`config.mk`:
```
export PLATFORM = sky130hd
export DESIGN_NAME = operand_collector
export DESIGN_NICKNAME = d
export VERILOG_FILES = /design/src/rtl/operand_collector.sv
export SDC_FILE = /design/constraint.sdc
export NUM_CORES = 1
export LEC_CHECK = 0
export BUFFER_PORTS_ARGS = -buffer_cell sky130_fd_sc_hd__buf_2
export CAP_MARGIN = 5
export CORE_AREA = 2 2 80 82
export CTS_CLUSTER_DIAMETER = 150
export CTS_CLUSTER_SIZE = 10
export DETAILED_ROUTE_END_ITERATION = 6
export DIE_AREA = 0 0 82 84
export PLACE_DENSITY = 0.78
export SYNTH_ARGS = -nofsm -noshare
export SYNTH_HDL_FRONTEND = slang
export SYNTH_SLANG_ARGS = --single-unit
```
`constraint.sdc`:
```
create_clock -name clk -period 2.7 [get_ports clk]
set_clock_uncertainty 0.1 [all_clocks]
set_input_delay 0.135 -clock clk [delete_from_list [all_inputs] [get_ports clk]]
set_output_delay 0.135 -clock clk [all_outputs]
set_load 0.02 [all_outputs]
```
`src/rtl/operand_collector.sv`:
```
// Operand collector: gathers up to N_OPS write-once operands for one issue,
// then presents them to a consumer under an ops_valid/ops_ready handshake.
module operand_collector #(
  parameter int unsigned BUS_WIDTH = 8,
  parameter int unsigned N_OPS     = 5
) (
  input  logic                                clk,
  input  logic                                n_reset,
  input  logic                                start,
  input  logic [N_OPS-1:0]                    need_mask,
  input  logic [N_OPS-1:0]                    reg_en,
  input  logic [N_OPS-1:0][BUS_WIDTH-1:0]     ops,
  input  logic                                flush,
  input  logic                                ops_ready,
  output logic [N_OPS-1:0][BUS_WIDTH-1:0]     ops_reg,
  output logic                                ops_valid,
  output logic [N_OPS-1:0]                    loaded,
  output logic                                busy,
  output logic                                overrun
);

  typedef enum logic [1:0] {
    IDLE    = 2'd0,
    COLLECT = 2'd1,
    ISSUE   = 2'd2
  } state_t;

  state_t           state;
  state_t           state_nxt;
  logic [N_OPS-1:0] req_mask;
  logic [N_OPS-1:0] req_mask_nxt;
  logic [N_OPS-1:0] loaded_nxt;
  logic [N_OPS-1:0] wr_en;
  logic [N_OPS-1:0] accept;
  logic             overrun_nxt;
  logic             begin_col;

  // Next-state and datapath control; flush overrides every other input.
  always_comb begin
    state_nxt    = state;
    req_mask_nxt = req_mask;
    loaded_nxt   = loaded;
    overrun_nxt  = overrun;
    wr_en        = '0;
    begin_col    = 1'b0;
    accept       = reg_en & ~loaded;

    if (flush) begin
      state_nxt  = IDLE;
      loaded_nxt = '0;
    end else begin
      case (state)
        IDLE: begin
          if (start) begin
            begin_col = 1'b1;
          end else begin
            // Pre-loading while idle updates data but does not mark channels.
            wr_en = reg_en;
          end
        end
        COLLECT: begin
          wr_en      = accept;
          loaded_nxt = loaded | accept;
          if (|(reg_en & loaded)) begin
            overrun_nxt = 1'b1;
          end
          if ((loaded_nxt & req_mask) == req_mask) begin
            state_nxt = ISSUE;
          end
        end
        ISSUE: begin
          if (ops_ready) begin
            if (start) begin
              begin_col = 1'b1;
            end else begin
              state_nxt  = IDLE;
              loaded_nxt = '0;
            end
          end
        end
        default: begin
          state_nxt  = IDLE;
          loaded_nxt = '0;
        end
      endcase
    end

    // A honoured start opens a fresh collection and keeps same-cycle loads.
    if (begin_col) begin
      state_nxt    = COLLECT;
      req_mask_nxt = need_mask;
      loaded_nxt   = reg_en;
      wr_en        = reg_en;
      overrun_nxt  = 1'b0;
    end
  end

  // State register.
  always_ff @(posedge clk or negedge n_reset) begin
    if (!n_reset) begin
      state <= IDLE;
    end else begin
      state <= state_nxt;
    end
  end

  // Registered outputs and collection bookkeeping.
  always_ff @(posedge clk or negedge n_reset) begin
    if (!n_reset) begin
      req_mask  <= '0;
      loaded    <= '0;
      overrun   <= 1'b0;
      ops_valid <= 1'b0;
      busy      <= 1'b0;
      ops_reg   <= '0;
    end else begin
      req_mask  <= req_mask_nxt;
      loaded    <= loaded_nxt;
      overrun   <= overrun_nxt;
      ops_valid <= (state_nxt == ISSUE);
      busy      <= (state_nxt != IDLE);
      for (int unsigned i = 0; i < N_OPS; i++) begin
        if (wr_en[i]) begin
          ops_reg[i] <= ops[i];
        end
      end
    end
  end

endmodule
```
==> results.yml, run 1 <==
run_status:
  outcome: "finished clean"
critical_path:
  crit_type: "reg2reg"
  cp.required_ps: 2780
  critPathArrivalTime_ps: 2230
  cp-start-kind: "flop"
  crit_fanout: 13
  critPathCaptureType: "flop"
logic_synthesis:
  syn_avg_cell_area_um2: 15.0
  synth_fp_nets: 212
  yosys_warnings: 0
  netlist_area_um2: 2350
  synth-seq-cells: 55
  yosysSeqAreaShare: 0.584
  ys_types: 24
  syn_inst: 157
final_layout:
  final_common_cell: "buf_2"
  largest_register_ffs: 40
  area.growth.synth_to_final_pct: 48.2
  diodes: 0
  final_core_util: 0.573
  final_cell_mix: "buf_2, dfrtp_1, dlygate4sd3_1"
  drive_gt1_frac: 0.510
  nNetsFinal: 364
  design_area_um2: 3490
  fin_cells: 387
detailed_routing:
  vias: 1837
  drc_errors: 0
  routed_via_density: 4.75
  drt_pass1_iterations: 4
  drtIter0Drc: 57
  wl_um: 5330
  wire_per_inst_um: 13.8
  ant_nets: 0
floorplan:
  die_h_um: 84
  ioPinCount: 103
  die_area_um2: 6890
  core_um2: 6100
  row_count: 29
  die_w_um: 82
  start_util: 0.386
placed_design:
  portBuffers: 102
  placed_cells: 333
  pre_cts_slack_ps: 554
  place_area_um2: 2950
  hpwl_um: 3690
  gp_congestion: 0.766
timing:
  worst_slack_ps: 552
  setup_tns_ps: 0
  timing_worst_slew_pin_value_ps: 668
  finalHoldViolations: 0
  rsz0062_at_grt: "no"
  relSlewSlack: 0.554
  final-setup-viol-count: 0
  fin_crit_ps: 2150
  slew_violations: 0
  max_freq_mhz: 466
  finalCritPeriodShare: 0.796
grt:
  grt_usage: 0.161
  grt_max_degree: 29
  grt_pass1_wl_um: 8490
  grt_pass1_vias: 1848
  gr-total-overflow: 0
  antenna_found_initial: 0
pwr:
  leakage_nw: 1.63
  ir_drop_uv: 299
  powerDensity_nw_per_um2: 680
clocking:
  cts_tree: "built"
  cts_buffers: 5
  cts.htree.levels: 2
  postCtsSetupBuffers: 0
  clock-root-buffer: "clkbuf_8"
  clkLatencyLatePin_ps: 300
  clock-sinks: 55
  post_cts_resized: 0
  cts.clk_slew.worst_paths_ps: 90
  cts_buffer_depth: 2
flow_run:
  maxCapViolCount: 0
worst_hold_path:
  hold_class: "in2reg"
[power by group]
part	switching [mW]	leakage [nW]	internal [mW]
Clock	0.239	0.0422	0.182
Combinational	0.438	0.931	0.381
Sequential	0.121	0.658	1.01
Total	0.797	1.63	1.58
[per-layer routing]
layer | GRT usage | routed length [µm] | vias to the layer above
met5 | 0 | 0 | -
li1 | - | - | 875
met1 | 0.189 | 2180 | 894
met2 | 0.285 | 2760 | 60
met3 | 0.0346 | 287 | 8
met4 | 0.0545 | 92 | 0
[area by class of cell]
type                            instances  area (µm²)
Timing Repair Buffer                  149         978
Multi-Input combinational cell         86         913
Clock buffer                            7        76.3
Tap cell                               77        96.3
Inverter                               12        45.0
Clock inverter                          1        5.00
Fill cell                             517        2610
Sequential cell                        55        1380
[metrics by stage]
step                      hold WS [ps]  power, mW
final                             57.7       2.37
after global routing              82.7       2.52
after CTS                         61.5       2.40
after detailed placement          84.6       1.92
after global placement            76.4       1.89
after floorplan                   -261       1.64
[worst paths after layout]
path                              from     endpoint  slack [ps]  cells past startpoint
max                           state[0]   ops_reg[3]         550                      3
min                          reg_en[3]    loaded[3]          60                      3
max reg2reg                   state[0]   ops_reg[3]         550                      3
min reg2reg                ops_reg[21]  ops_reg[21]         390                      1
max in group asynchronous      n_reset    ops_valid        1440                      3
min in group asynchronous      n_reset  ops_reg[27]         270                      2
[worst max-delay path: stages, from the launching register on]
cell and delay, ps:
dfrtp_1 490, nand3b_4 290, a2111oi_4 720, mux2_2 420
[Yosys cell counts]
cell       instances  share of area
a2111oi_4          5          0.058
a21o_1             1         0.0032
a21oi_1            1         0.0021
a221oi_1           1         0.0037
a222oi_1           1         0.0043
a22o_1             2         0.0074
a22oi_1            1         0.0032
a31oi_1            2         0.0053
and2_1             5          0.013
buf_2              4         0.0085
dfrtp_1           55           0.58
inv_1             12          0.019
mux2_1             3          0.014
mux2_2            42           0.20
nand2_1            1         0.0016
nand2b_1           2         0.0053
nand3_1            1         0.0021
nand3b_4           1         0.0085
nor2_1             3         0.0048
nor2b_1            1         0.0027
nor3b_1            4          0.013
o22a_1             1         0.0037
o32ai_1            7          0.026
or4b_2             1         0.0043
[cells by family (layout without fill, tap and decap cells)]
| logic type | Yosys count | count (layout) | share of synthesized area |
|---|---|---|---|
| buffers and inverters | 16 | 169 | 0.0276 |
| DFF | 55 | 55 | 0.584 |
| AOI/OAI and AO/OA | 22 | 22 | 0.117 |
| muxes | 45 | 45 | 0.215 |
| and+or+nand+nor | 19 | 19 | 0.0553 |
[repair_timing]
item,4_1_cts,5_1_grt
setup endpoints to repair,0,0
hold buffers,46,0
endpoints found under the hold margin,72,0
No activity file was read; power rests on OpenSTA's default activity.
==> run 2, diff against run 1 <==
clock period = 2.01 ns   (was 2.7 ns; I/O delays follow)
==> run 2 against run 1 <==
Effect of this change:
- non-clock buffer count increased by 10
- die area unchanged
- core utilization increased by 1.6 points
- critical endpoint is now ops_valid
==> results.yml, run 2 (synthesized netlist as in run 1, its figures left out) <==
detailed_routing:
  drt_pass1_iterations: 5
  drc_errors: 0
  ant_nets: 0
  wl_um: 5340
  wire_per_inst_um: 13.4
  routed_via_density: 4.78
  drtIter0Drc: 46
  vias: 1896
pwr:
  ir_drop_uv: 391
  powerDensity_nw_per_um2: 917
  combPwrFrac: 0.350
  leakage_nw: 1.69
  power.share.switching: 0.327
  cellInternalPower_mw: 2.21
  pwr-share-seq: 0.456
  p_switching_mw: 1.07
  clkPwrFrac: 0.194
grt:
  gr-total-overflow: 0
  grt_usage: 0.166
  grt_pass1_wl_um: 8780
  antenna_found_initial: 0
  grt_pass1_vias: 1956
  grt_max_degree: 56
timing:
  finalHoldViolations: 0
  final-setup-viol-count: 0
  rsz0062_at_grt: "no"
  setup_tns_ps: 0
  timing_worst_slew_pin_value_ps: 668
  slew_violations: 0
  relSlewSlack: 0.555
  max_freq_mhz: 531
  fin_crit_ps: 1880
  finalCritPeriodShare: 0.937
final_layout:
  diodes: 0
  drive_gt1_frac: 0.525
  final_core_util: 0.588
  final_common_cell: "buf_2"
  area.growth.synth_to_final_pct: 52.3
  largest_register_ffs: 40
  nNetsFinal: 374
  fill_cells: 500
  final_cell_mix: "buf_2, dfrtp_1, dlygate4sd3_1"
placed_design:
  portBuffers: 102
  hpwl_um: 3750
  gp_congestion: 0.800
clocking:
  clkLatencyLatePin_ps: 300
  clock-root-buffer: "clkbuf_8"
  cts_buffers: 5
  clock-sinks: 55
  postCtsSetupBuffers: 0
  cts.clk_slew.worst_paths_ps: 90
  cts.htree.levels: 2
  cts_tree: "built"
  cts_buffer_depth: 2
critical_path:
  critPathMaxStageDelay_ps: 650
  worst_r2r_path_depth: 4
  critPathTopFamily: "simple AND/OR/NAND/NOR gates"
  cp-start-kind: "flop"
  cpMaxStageDelayCell: "or4b_2"
  cp.required_ps: 2100
  crit_buf_inv: 1
  startpoint: "state[0]"
  critPathCaptureType: "flop"
  r2r_start: "state[0]"
  critPathArrivalTime_ps: 1970
  crit_type: "reg2reg"
  r2r_end: "ops_valid"
  crit_fanout: 12
  worstPathCellList: "buf_4 > nor3b_1 > or4b_2 > o32ai_1"
  reg2reg_slack_ps: 130
worst_hold_path:
  hold-path-endpoint: "loaded[4]"
  holdPathStages: 3
  hp-start: "reg_en[4]"
  hold_class: "in2reg"
floorplan:
  die_h_um: 84
  core_um2: 6100
  row_count: 29
  start_util: 0.386
  die_w_um: 82
  ioPinCount: 103
  die_area_um2: 6890
flow_run:
  maxCapViolCount: 0
run_status:
  outcome: "finished clean"
run 2: what timing repair did:
item,4_1_cts,5_1_grt
gates resized for setup,0,0
hold buffers,47,0
hold endpoints to repair,101,0
run 2: power groups by stage:
stage                     Combinational (mW)  Sequential, mW  Clock (mW)
after floorplan                        0.416            1.78           0
after global placement                  1.07            1.51           0
after detailed placement                1.09            1.52           0
after CTS                               1.16            1.50       0.668
after global routing                    1.24            1.54       0.718
final                                   1.15            1.50       0.637
run 2: worst max path at each step:
| stage | slack, ps | endpoint | cells past startpoint |
|---|---|---|---|
| 6_report | 130 | ops_valid | 4 |
| 5_1_grt | 50 | ops_valid | 4 |
| 4_1_cts | 140 | ops_valid | 4 |
| 3_5_place_dp | 170 | ops_valid | 4 |
| 3_3_place_gp | 220 | ops_valid | 4 |
| 2_1_floorplan | 190 | ops_reg[16] | 4 |
run 2: per-stage QoR:
| step | std cells | setup WS [ps] | area, µm² | hold slack [ps] | power [mW] |
|---|---|---|---|---|---|
| after floorplan | 157 | 191 | 2350 | -295 | 2.20 |
| after global placement | 342 | 222 | 3020 | 157 | 2.57 |
| after detailed placement | 342 | 167 | 3020 | 169 | 2.62 |
| after CTS | 397 | 140 | 3590 | 19.3 | 3.33 |
| after global routing | 397 | 47.7 | 3590 | 44.8 | 3.50 |
| final | 397 | 127 | 3590 | 18.5 | 3.29 |
run 2: layer usage:
metal	up-vias	global-route usage	wire length [µm]
met4	0	0.0621	104
met5	-	0	0
met1	923	0.191	2200
met2	68	0.288	2740
li1	896	-	-
met3	9	0.0433	289
run 2: final cells by class:
cell class / count / area (µm²) / area share
clock buffers: 8 / 100 / 0.0279
multi-input cells: 86 / 913 / 0.255
flip-flops and latches: 55 / 1380 / 0.384
inverters: 12 / 45.0 / 0.0126
repair buffers: 159 / 1060 / 0.294
well taps: 77 / 96.3 / 0.0269
run 2: worst reg2reg max path, delay by kind of cell, from the launching register on:
family / cells / cell delay, ps
flip-flops: 1 / 350
AO/OA/AOI/OAI: 1 / 180
buffers and inverters: 1 / 160
AND/OR/NAND/NOR: 2 / 980
==> run 3, diff against run 2 <==
==> constraint.sdc (replaced) <==
create_clock -name clk -period 2.01 [get_ports clk]
set_clock_uncertainty 0.1 [all_clocks]
set_input_delay 0.201 -clock clk [delete_from_list [all_inputs] [get_ports clk]]
set_output_delay 0.201 -clock clk [all_outputs]
set_load 0.02 [all_outputs]
==> run 3 against run 2 <==
Effect of this change:
- setup slack improved by 59 ps
- total power is 4.0% higher
- hold slack worse by 7.1 ps
- core utilization shrank 6.4 points
- first-iteration DRC count increased by 24%
- clock power rose by 33%
- sequential power barely moved
- critical path depth up 1
- via count is 11% lower
- final area shrank 11%
==> results.yml, run 3 (synthesized netlist as in run 1, its figures left out) <==
run_status:
  outcome: "finished clean"
clocking:
  clock-sinks: 55
  holdBufCountCts: 2
  cts.clk_slew.worst_paths_ps: 90
  cts_buffers: 5
  cts_tree: "built"
  clock-root-buffer: "clkbuf_8"
  cts_buffer_depth: 2
  post_cts_resized: 0
  postCtsSetupBuffers: 0
  cts.htree.levels: 2
  clkLatencyLatePin_ps: 310
flow_run:
  maxCapViolCount: 0
floorplan:
  die_area_um2: 6890
  ioPinCount: 103
  start_util: 0.386
  core_um2: 6100
  die_w_um: 82
  row_count: 29
  die_h_um: 84
pwr:
  ir_drop_uv: 417
  powerDensity_nw_per_um2: 1070
  finalPower_mw: 3.42
  leakage_nw: 1.53
placed_design:
  hpwl_um: 3550
  portBuffers: 102
  pre_cts_slack_ps: 199
  gp_congestion: 0.823
timing:
  slew_violations: 0
  timing_worst_slew_pin_value_ps: 524
  final-setup-viol-count: 0
  rsz0062_at_grt: "no"
  max_freq_mhz: 548
  fin_crit_ps: 1820
  worst_slack_ps: 186
  finalCritPeriodShare: 0.907
  setup_tns_ps: 0
  relSlewSlack: 0.649
  finalHoldViolations: 0
critical_path:
  cp.required_ps: 2100
  reg2reg_slack_ps: 190
  crit_type: "reg2reg"
  cp-start-kind: "flop"
  critPathArrivalTime_ps: 1910
  critPathCaptureType: "flop"
  crit_fanout: 12
final_layout:
  final_common_cell: "buf_2"
  area.growth.synth_to_final_pct: 35.7
  diodes: 0
  nNetsFinal: 330
  largest_register_ffs: 40
  final_cell_mix: "buf_2, dfrtp_1, mux2_2"
  drive_gt1_frac: 0.612
detailed_routing:
  wire_per_inst_um: 13.3
  routed_via_density: 4.78
  drc_errors: 0
  vias: 1686
  drtIter0Drc: 57
  wl_um: 4690
  drt_pass1_iterations: 5
  ant_nets: 0
grt:
  antenna_found_initial: 0
  grt_max_degree: 56
  gr-total-overflow: 0
  grt_usage: 0.142
  grt_pass1_wl_um: 7580
  grt_pass1_vias: 1682
worst_hold_path:
  hold_class: "in2reg"
==> run 3: changes by cell type in the layout (fill, tap and decap cells not counted) <==
cell | previous run | this run
buf_12 | 0 | 1
buf_4 | 10 | 9
bufinv_16 | 0 | 2
clkbuf_1 | 1 | 0
clkbuf_8 | 7 | 5
clkinvlp_4 | 0 | 1
dlygate4sd3_1 | 47 | 3
==> run 3: area by class of cell <==
class	instances	area (µm²)
inverters	12	45.0
flip-flops and latches	55	1380
clock inverters	3	67.6
multi-input cells	86	913
well taps	77	96.3
clock buffers	5	68.8
fillers	548	2900
repair buffers	115	628
==> run 3: critical path, stage by stage, from the launching register on <==
cell and delay, ps:
dfrtp_1 400, buf_4 170, and2_1 160, a2111oi_4 310, buf_4 220, mux2_2 350
==> run 3: report_power, final <==
| part | internal [mW] | switching (mW) |
|---|---|---|
| sequential | 1.36 | 0.133 |
| clock | 0.496 | 0.349 |
| combinational | 0.485 | 0.596 |
==> run 3: layer usage <==
metal	vias up	part of all wire	GRT usage	routed length (µm)
li1	808	-	-	-
met5	-	0	0	0
met4	0	0.013	0.0545	62
met3	5	0.068	0.0314	317
met1	819	0.42	0.167	1970
met2	54	0.50	0.245	2340
==> run 3: stage by stage <==
step	std cells	hold slack (ps)	instance area, µm²	utilization
5_1_grt	353	0.790	3200	0.524
4_1_cts	352	1.22	3190	0.523
2_1_floorplan	157	-195	2350	-
3_5_place_dp	342	122	3030	0.497
6_report	353	11.4	3200	0.524
3_3_place_gp	342	113	3030	0.497
==> run 3: final timing paths <==
check	cells after the start	startpoint	endpoint
max	5	state[0]	ops_reg[29]
min	2	ops[21]	ops_reg[21]
max reg2reg	5	state[0]	ops_reg[29]
min reg2reg	1	ops_reg[21]	ops_reg[21]
max in group asynchronous	3	n_reset	ops_reg[23]
min in group asynchronous	3	n_reset	ops_reg[8]
